## src/rtl/uart_rx_oversample.sv

```systemverilog
`default_nettype none
// ============================================================================
// Module  : uart_rx_oversample
// Brief   : 8-bit UART receiver on a 16x sample clock. Optional parity and
//           1/1.5/2 stop bits. Define UART_RX_MAJORITY_EN for 2-of-3 voting.
// Rev     : 1.0  initial release
// ============================================================================
module uart_rx_oversample (
  input  logic       clk_sample,
  input  logic       rst,
  input  logic       rx,
  input  logic [1:0] parity_mode,
  input  logic [1:0] stop_bit,
  output logic [7:0] rx_data,
  output logic       rx_data_ready,
  output logic       parity_err,
  output logic       frame_err,
  output logic       break_det
);

  typedef enum logic [2:0] {
    IDLE   = 3'd0,
    START  = 3'd1,
    DATA   = 3'd2,
    PARITY = 3'd3,
    STOP   = 3'd4
  } state_t;

`ifdef UART_RX_MAJORITY_EN
  localparam logic [4:0] SAMPLE_TICK = 5'd9;
`else
  localparam logic [4:0] SAMPLE_TICK = 5'd8;
`endif
  localparam logic [4:0] BIT_LAST_TICK = 5'd15;

  logic       rx_meta_q, rx_s_q, rx_prev_q;
  state_t     state_q, state_d;
  logic [4:0] tick_q, tick_d;
  logic [2:0] bit_idx_q, bit_idx_d;
  logic [1:0] par_mode_q, par_mode_d;
  logic [1:0] stop_mode_q, stop_mode_d;
  logic [7:0] shift_q, shift_d;
  logic       par_sample_q, par_sample_d;
  logic [7:0] rx_data_q, rx_data_d;
  logic       ready_q, ready_d;
  logic       perr_q, perr_d;
  logic       ferr_q, ferr_d;
  logic       brk_q, brk_d;

  logic       fall_w;
  logic       bit_val_w;
  logic       at_sample_w;
  logic       at_bit_end_w;
  logic       par_en_w;
  logic       exp_par_w;
  logic [4:0] stop_last_w;

  always_ff @(posedge clk_sample or posedge rst) begin
    if (rst) begin
      rx_meta_q <= 1'b1;
      rx_s_q    <= 1'b1;
      rx_prev_q <= 1'b1;
    end else begin
      rx_meta_q <= rx;
      rx_s_q    <= rx_meta_q;
      rx_prev_q <= rx_s_q;
    end
  end

  // A held-low line (break) never produces this edge, so after a framing
  // error nothing restarts until rx_s has been high again.
  assign fall_w = rx_prev_q & ~rx_s_q;

`ifdef UART_RX_MAJORITY_EN
  logic vote7_q, vote8_q;

  always_ff @(posedge clk_sample or posedge rst) begin
    if (rst) begin
      vote7_q <= 1'b1;
      vote8_q <= 1'b1;
    end else begin
      if (tick_q == 5'd7) vote7_q <= rx_s_q;
      if (tick_q == 5'd8) vote8_q <= rx_s_q;
    end
  end

  assign bit_val_w = (vote7_q & vote8_q) | (vote7_q & rx_s_q) | (vote8_q & rx_s_q);
`else
  assign bit_val_w = rx_s_q;
`endif

  assign at_sample_w  = (tick_q == SAMPLE_TICK);
  assign at_bit_end_w = (tick_q == BIT_LAST_TICK);
  assign par_en_w     = (par_mode_q == 2'd1) || (par_mode_q == 2'd2);
  assign exp_par_w    = (^shift_q) ^ (par_mode_q == 2'd2);

  always_comb begin
    unique case (stop_mode_q)
      2'd0:    stop_last_w = 5'd15;
      2'd1:    stop_last_w = 5'd23;
      default: stop_last_w = 5'd31;
    endcase
  end

  always_comb begin
    state_d      = state_q;
    tick_d       = tick_q + 5'd1;
    bit_idx_d    = bit_idx_q;
    par_mode_d   = par_mode_q;
    stop_mode_d  = stop_mode_q;
    shift_d      = shift_q;
    par_sample_d = par_sample_q;
    rx_data_d    = rx_data_q;
    ready_d      = ready_q;
    perr_d       = perr_q;
    ferr_d       = ferr_q;
    brk_d        = brk_q;

    unique case (state_q)
      IDLE: begin
        tick_d = 5'd0;
        if (fall_w) state_d = START;
      end

      START: begin
        if (at_sample_w) begin
          if (bit_val_w) begin
            state_d = IDLE;
            tick_d  = 5'd0;
          end else begin
            // Jump 16 ahead: the rest of the start bit runs on ticks 25..31
            // and wraps to 0 exactly at the first data bit boundary.
            state_d     = DATA;
            tick_d      = tick_q + 5'd17;
            bit_idx_d   = 3'd0;
            par_mode_d  = parity_mode;
            stop_mode_d = stop_bit;
            ready_d     = 1'b0;
            perr_d      = 1'b0;
            ferr_d      = 1'b0;
            brk_d       = 1'b0;
          end
        end
      end

      DATA: begin
        if (at_sample_w) begin
          shift_d   = {bit_val_w, shift_q[7:1]};
          bit_idx_d = bit_idx_q + 3'd1;
        end
        if (at_bit_end_w) begin
          tick_d = 5'd0;
          // Index has wrapped back to 0 once all eight bits are in.
          if (bit_idx_q == 3'd0) state_d = par_en_w ? PARITY : STOP;
        end
      end

      PARITY: begin
        if (at_sample_w) par_sample_d = bit_val_w;
        if (at_bit_end_w) begin
          tick_d  = 5'd0;
          state_d = STOP;
        end
      end

      STOP: begin
        if (at_sample_w) begin
          rx_data_d = shift_q;
          ready_d   = 1'b1;
          ferr_d    = ~bit_val_w;
          perr_d    = par_en_w & (par_sample_q ^ exp_par_w);
          brk_d     = (shift_q == 8'h00) & ~bit_val_w & (~par_en_w | ~par_sample_q);
        end
        if (tick_q == stop_last_w) begin
          tick_d  = 5'd0;
          state_d = fall_w ? START : IDLE;
        end
      end

      default: begin
        state_d = IDLE;
        tick_d  = 5'd0;
      end
    endcase
  end

  always_ff @(posedge clk_sample or posedge rst) begin
    if (rst) begin
      state_q      <= IDLE;
      tick_q       <= 5'd0;
      bit_idx_q    <= 3'd0;
      par_mode_q   <= 2'd0;
      stop_mode_q  <= 2'd0;
      shift_q      <= 8'h00;
      par_sample_q <= 1'b0;
      rx_data_q    <= 8'h00;
      ready_q      <= 1'b0;
      perr_q       <= 1'b0;
      ferr_q       <= 1'b0;
      brk_q        <= 1'b0;
    end else begin
      state_q      <= state_d;
      tick_q       <= tick_d;
      bit_idx_q    <= bit_idx_d;
      par_mode_q   <= par_mode_d;
      stop_mode_q  <= stop_mode_d;
      shift_q      <= shift_d;
      par_sample_q <= par_sample_d;
      rx_data_q    <= rx_data_d;
      ready_q      <= ready_d;
      perr_q       <= perr_d;
      ferr_q       <= ferr_d;
      brk_q        <= brk_d;
    end
  end

  assign rx_data       = rx_data_q;
  assign rx_data_ready = ready_q;
  assign parity_err    = perr_q;
  assign frame_err     = ferr_q;
  assign break_det     = brk_q;

endmodule
`default_nettype wire

```

## config.mk

```make
export PLATFORM = sky130hd
export DESIGN_NAME = uart_rx_oversample
export DESIGN_NICKNAME = d
export VERILOG_FILES = /design/src/rtl/uart_rx_oversample.sv
export SDC_FILE = /design/constraint.sdc
export NUM_CORES = 1
export LEC_CHECK = 0
export CAP_MARGIN = 0
export CORE_UTILIZATION = 56
export CTS_CLUSTER_SIZE = 30
export DETAILED_ROUTE_END_ITERATION = 6
export PLACE_DENSITY = 0.8
export SLEW_MARGIN = 15
export SYNTH_ARGS = -nofsm -noshare
export SYNTH_HDL_FRONTEND = slang
export SYNTH_SLANG_ARGS = --single-unit
```

## constraint.sdc

```tcl
create_clock -name clk_sample -period 2.2 [get_ports clk_sample]
set_clock_uncertainty 0.1 [all_clocks]
set_input_delay 0.33 -clock clk_sample [delete_from_list [all_inputs] [get_ports clk_sample]]
set_output_delay 0.33 -clock clk_sample [all_outputs]
set_load 0.005 [all_outputs]
```

==> results.md, run 1 <==
* Kind of critical path: flip-flop to flip-flop
* Largest net degree at the start of global routing at 40
* Crit path DAT at 2160 ps
* First-pass GRT wire length at 5.75 mm
* Commonest cells post-synth: dfrtp_1 (36), nand2_1 (29), o21ai_0 (25)
* Drt drc at 0
* Bufs on Longest Clock Path at 2
* CP peak stage delay at 460 ps
* Min Tclk post-route at 2000 ps
* Vias at 1374
* # hold bufs at CTS at 0
* P per Cell Area at 673 nW/um^2
* Setup slack, reg-to-reg at 200 ps
* Worst Setup Start Kind: flip-flop
* Reg2reg end: stop_mode_q[1]$_DFFE_PP0P_
* Top cell type's share of synthesized area at 0.468
* Synth cell types at 40
* PnR worst setup slack at 204 ps
* Vias/cell at 5.39
* Syn Area/Cell at 10.1 um^2
* TritonCTS Sinks at 39
* Worst IR Drop VDD at 0.543 mV
* Peak Freq at 0.501 GHz
* Worst-Skew Late Latency at 370 ps
* R2R cell count at 5
* Drt pass-1 iters at 4
* Post-route cell area at 2180 um^2
* Die Wd at 60.6 um
* Gpl congestion at 0.847
* Met3 WL at 125 um
* H-tree depth at 2
* Area leader, netlist: dfrtp_1
* Final setup fails at 0
* Vias in the first global route at 1322
* Final Power at 1.47 mW
* # IOs at 19
* 1st-iter DRT viols at 78
* # resized after CTS at 0
* CTS Root Cell: clkbuf_4
* Wire length per cell at 13.3 um
* Pleak at 0.945 nW
* Syn Inst Count at 191
* Wl on met1 at 1.54 mm
* Cell Rows at 20
* Hold_ws at 245 ps
* Routed wl met2 at 1.63 mm
* Net Count, Synth at 209
* Placed Instance Area at 2130 um^2
* Share of layout cells above drive strength 1 at 0.0900
* Setup TNS at 0 ps
* Total CTS buffers at 5
* Max-Cap Viols at 0
* Die Area at 3680 um^2
* Crit path to: stop_mode_q[1]$_DFFE_PP0P_
* TritonCTS clock tree: done
* Grt total ovfl at 0
* Critical Path Fanout Max at 10
* Outcome: finished, final reports clean
* CP cell instances: inv_1 -> ha_1 -> and4bb_1 -> and3_1 -> mux2_4
* Critical path origin: tick_q[0]$_DFF_PP0_
* RSZ-0062 raised after global routing: false
* Rel. slew slack at 0.628
* CP max stage cell: and4bb_1
* Placed wire-length estimate at 2.47 mm
* Synth top area cells: dfrtp_1 (47%), ha_1 (7.1%), o21ai_0 (6.5%), nand2_1 (5.7%), dfstp_2 (4.1%)
* Final net count at 228
* Die Y-Extent at 60.6 um
* Start of the worst register-to-register path: tick_q[0]$_DFF_PP0_
* CTS clk-pin slew, worst paths at 110 ps
* Final Hold Vio Count at 0
* Initial antenna violation count at 0
* Max-slew violations at 0
* Part of the cycle the worst path needs at 0.907
* Routed Antenna Nets at 0
* Inserted Diodes at 0
* Post-CTS Setup Bufs at 0
* Post-synthesis cell area at 1930 um^2
* Pre-CTS setup slack at 237 ps
* # fillers at 237
* YS warnings at 0
* PortBufs at 18
* Total track usage at 0.220
* Main synth FF type: dfrtp_1
* Register area share after synthesis at 0.509
* Worst-Margin Slew at 549 ps
* Core area at 3150 um^2
* Final WL at 3.40 mm
* WP data required at 2370 ps
* Synthesized flop and latch total at 39
* Asr flop ratio synth at 1.00
* Layout area overhead at 13.3%
* EDFF count, synth at 0
* Max Used Layer: met4
* Initial Utilization at 0.611
* Crit. End Element: flip-flop
* HP Class: primary input to async pin
* Count leader, synth: dfrtp_1
## critical path, delay by kind of cell (launching register included)
| kind | cells | cell delay (ps) |
|---|---|---|
| and+or+nand+nor | 2 | 840 |
| DFF | 1 | 420 |
| muxes | 1 | 320 |
| adders and majority gates | 1 | 150 |
| buffers and inverters | 1 | 70 |
## final cells by class
cell class	count	area, um^2	share of cell area
repair buffers	21	203	0.0929
flip-flops and latches	39	980	0.449
inverters	21	78.8	0.0361
well taps	44	55.1	0.0252
clock inverters	2	12.5	0.00573
multi-input cells	122	812	0.372
clock buffers	6	41.3	0.0189
## power breakdown
| part | total [mW] | internal [mW] | switching [mW] | leakage (nW) |
|---|---|---|---|---|
| combinational | 0.260 | 0.122 | 0.139 | 0.397 |
| sequential | 0.840 | 0.767 | 0.0735 | 0.520 |
| clock | 0.367 | 0.123 | 0.244 | 0.0282 |
| total | 1.47 | 1.01 | 0.456 | 0.945 |
## metal layers
layer | vias up | global-route usage
met3 | 14 | 0.0448
met1 | 647 | 0.289
met5 | - | 0
met4 | 0 | 0.133
met2 | 33 | 0.339
li1 | 680 | -
## per-stage QoR
stage / instances / utilization
6_report: 255 / 0.692
5_1_grt: 255 / 0.692
4_1_cts: 255 / 0.692
3_5_place_dp: 247 / 0.675
3_3_place_gp: 247 / 0.675
2_1_floorplan: 191 / -
## registers in the layout (all words and copies together) (netlist names)
register,count
bit_val_w,1
frame_err,1
stop_mode_q,2
bit_idx_q,3
rx_data,8
rx_prev_q,1
rx_meta_q,1
state_q,3
tick_q,5
break_det,1
par_sample_q,1
parity_err,1
par_mode_q,2
rx_data_ready,1
shift_q,8
## cells by family after synthesis
logic type,synth area share
simple gates,0.161
compound gates,0.132
flops,0.509
buf+inv,0.0695
fa+ha+maj,0.0715
xor+xnor,0.0364
mux,0.0208
## layout by cell type (no fill, tap or decap), types with 2 or more instances in the layout
cell type,Yosys,routed
nand4_1,2,2
clkbuf_4,0,5
nor3_1,2,2
ha_1,11,11
a21oi_1,2,2
xor2_1,2,2
inv_1,21,21
nand3_1,10,10
dfrtp_1,36,36
and3_1,3,3
xnor2_1,6,6
buf_4,0,3
nand2b_1,2,2
nand2_1,29,29
nor2b_1,2,2
nor2_1,5,5
dfstp_2,3,3
clkdlybuf4s50_1,0,18
mux2_4,2,2
o21ai_0,25,25
## worst min path at each step
stage,start,to,slack [ps],cells after the start
floorplan,rx,rx_meta_q$_DFF_PP1_,230,0
global placement,rx_meta_q$_DFF_PP1_,bit_val_w$_DFF_PP1_,250,0
detailed placement,rx_meta_q$_DFF_PP1_,bit_val_w$_DFF_PP1_,250,0
CTS,rx,rx_meta_q$_DFF_PP1_,250,1
global route,rx,rx_meta_q$_DFF_PP1_,250,1
finish,rst,rx_data[7]$_DFFE_PP0P_,240,3
Power figures use the tool's default switching activity.
==> run 2, diff against run 1 <==
--- a/config.mk
+++ b/config.mk
@@ -6,10 +6,10 @@
 export NUM_CORES = 1
 export LEC_CHECK = 0
 export CAP_MARGIN = 0
-export CORE_UTILIZATION = 56
+export CORE_UTILIZATION = 55
 export CTS_CLUSTER_SIZE = 30
 export DETAILED_ROUTE_END_ITERATION = 6
-export PLACE_DENSITY = 0.8
+export PLACE_DENSITY = 0.78
 export SLEW_MARGIN = 15
 export SYNTH_ARGS = -nofsm -noshare
 export SYNTH_HDL_FRONTEND = slang
==> results.md, run 2 (synthesis results as in run 1) <==
* Outcome: finished, final reports clean
* Setup TNS at 0 ps (unchanged)
* Crit. End Element: flip-flop
* Layout area overhead at 15.9%
* Placed wire-length estimate at 2.55 mm (+3.2%)
* Placed Instance Area at 2130 um^2 (+0.12%)
* Hold path depth at 0
* Hold Path End: bit_val_w$_DFF_PP1_
* CTS clk-pin slew, worst paths at 120 ps (about the same)
* Final net count at 228 (unchanged)
* Worst IR Drop VDD at 0.503 mV (-7.3%)
* Setup slack, reg-to-reg at 190 ps (-20 ps)
* Final setup fails at 0 (unchanged)
* Worst Setup Start Kind: flip-flop
* Initial antenna violation count at 0 (unchanged)
* Drt drc at 0 (unchanged)
* H-tree depth at 2 (unchanged)
* Inserted Diodes at 0 (unchanged)
* Routed Antenna Nets at 0 (unchanged)
* Commonest non-fill, non-tap cell in the layout: dfrtp_1
* Wire length per cell at 14.1 um (+5.9%)
* Rel. slew slack at 0.632 (+0.00390)
* CP peak stage delay at 460 ps (about the same)
* Pleak at 0.969 nW (+2.6%)
* TritonCTS clock tree: done
* Grt total ovfl at 0 (unchanged)
* 1st-iter DRT viols at 110 (+41%)
* Max-slew violations at 0 (unchanged)
* Critical Path Fanout Max at 10 (unchanged)
* Start of the worst register-to-register path: tick_q[0]$_DFF_PP0_
* # fillers at 262 (+11%)
* Largest net degree at the start of global routing at 40 (unchanged)
* Total track usage at 0.216 (-0.00405)
* Reg2reg end: stop_mode_q[1]$_DFFE_PP0P_
* Share of layout cells above drive strength 1 at 0.0900 (unchanged)
* Drt pass-1 iters at 4 (unchanged)
* Pre-CTS setup slack at 211 ps (-26.5 ps)
* RSZ-0062 raised after global routing: false
* Bufs on Longest Clock Path at 2 (unchanged)
* Gpl congestion at 0.810 (-4.3%)
* R2R cell count at 5 (unchanged)
* Kind of critical path: flip-flop to flip-flop
* # resized after CTS at 0 (unchanged)
* P per Cell Area at 758 nW/um^2 (+13%)
* CP cell instances: inv_1 -> ha_1 -> and4bb_1 -> and3_1 -> mux2_4
* Min-delay src: rx_meta_q$_DFF_PP1_
* PortBufs at 18 (unchanged)
* Min Tclk post-route at 2010 ps (+15.5 ps)
* Final Hold Vio Count at 0 (unchanged)
* Core area at 3340 um^2 (+5.8%)
* Crit path DAT at 2150 ps (about the same)
* Worst-Skew Late Latency at 350 ps (-20 ps)
* Die Wd at 61.2 um (+0.87%)
* TritonCTS Sinks at 39 (unchanged)
* Initial Utilization at 0.577 (-0.0337)
* Final WL at 3.63 mm (+6.7%)
* PnR worst setup slack at 188 ps (-15.5 ps)
* Vias in the first global route at 1341 (+1.4%)
* Die Y-Extent at 61.2 um (+0.87%)
* Post-route cell area at 2230 um^2 (+2.3%)
* Max-Cap Viols at 0 (unchanged)
* First-pass GRT wire length at 5.77 mm (+0.37%)
* Critical path origin: tick_q[0]$_DFF_PP0_
* # hold bufs at CTS at 0 (unchanged)
* CP max stage cell: and4bb_1
* HP Class: flip-flop to flip-flop
* Total CTS buffers at 5 (unchanged)
* Cell Rows at 21 (+5.0%)
* Vias/cell at 5.40 (+0.16%)
* WP data required at 2340 ps (-30 ps)
* CTS Root Cell: clkbuf_4
* # IOs at 19 (unchanged)
* Post-CTS Setup Bufs at 0 (unchanged)
* Final Power at 1.69 mW (+15%)
* Die Area at 3740 um^2 (+1.8%)
* Vias at 1387 (+0.95%)
* Part of the cycle the worst path needs at 0.914 (+0.00706)
* Peak Freq at 0.497 GHz (-0.77%)
* Hold_ws at 263 ps (+18.5 ps)
* Most frequent cells in the layout: dfrtp_1 (36), nand2_1 (29), o21ai_0 (25)
* Worst-Margin Slew at 543 ps (-5.76 ps)
run 2: cell types whose count changed in the layout (fill, tap and decap cells not counted):
cell,before,now
clkinv_2,1,0
bufinv_16,0,2
clkinvlp_4,1,0
run 2: final cells by class:
| class | instances | area, um^2 | share of cell area |
|---|---|---|---|
| clock inverter | 2 | 60.1 | 0.0269 |
| inverter | 21 | 78.8 | 0.0353 |
| multi-input combinational | 122 | 812 | 0.364 |
| timing repair buffer | 21 | 203 | 0.0908 |
| sequential | 39 | 980 | 0.439 |
| tap | 46 | 57.6 | 0.0258 |
| clock buffer | 6 | 41.3 | 0.0185 |
run 2: report_power, final:
part | internal (mW) | switching, mW | total, mW
Clock | 0.355 | 0.237 | 0.591
Sequential | 0.767 | 0.0740 | 0.841
Combinational | 0.120 | 0.140 | 0.260
run 2: how the worst max path moves through the flow:
stage | endpoint | slack, ps | cells after the start
5_1_grt | bit_idx_q[0]$_DFFE_PP0P_ | 70 | 6
6_report | stop_mode_q[1]$_DFFE_PP0P_ | 190 | 5
3_5_place_dp | stop_mode_q[1]$_DFFE_PP0P_ | 210 | 5
3_3_place_gp | stop_mode_q[1]$_DFFE_PP0P_ | 290 | 5
4_1_cts | stop_mode_q[1]$_DFFE_PP0P_ | 190 | 5
2_1_floorplan | stop_mode_q[0]$_DFFE_PP0P_ | 500 | 7
run 2: metal layers:
metal  GRT usage  wire length [um]  vias up
li1            -                 -      679
met1       0.231              1510      680
met2       0.402              1950       22
met3      0.0609               117        6
met4      0.0812                52        0
met5           0                 0        -
run 2: worst max-delay path: cells and delay by family, from the launching register on:
| kind | cells | cell delay, ps |
|---|---|---|
| multiplexers | 1 | 330 |
| AND/OR/NAND/NOR | 2 | 850 |
| adder cells (fa/ha/maj) | 1 | 130 |
| flip-flops | 1 | 430 |
| buffers and inverters | 1 | 70 |
run 2: stage by stage:
| step | util | instances |
|---|---|---|
| final | 0.669 | 257 |
| after global routing | 0.669 | 257 |
| after CTS | 0.669 | 257 |
| after detailed placement | 0.639 | 249 |
| after global placement | 0.639 | 249 |
| after floorplan | - | 191 |
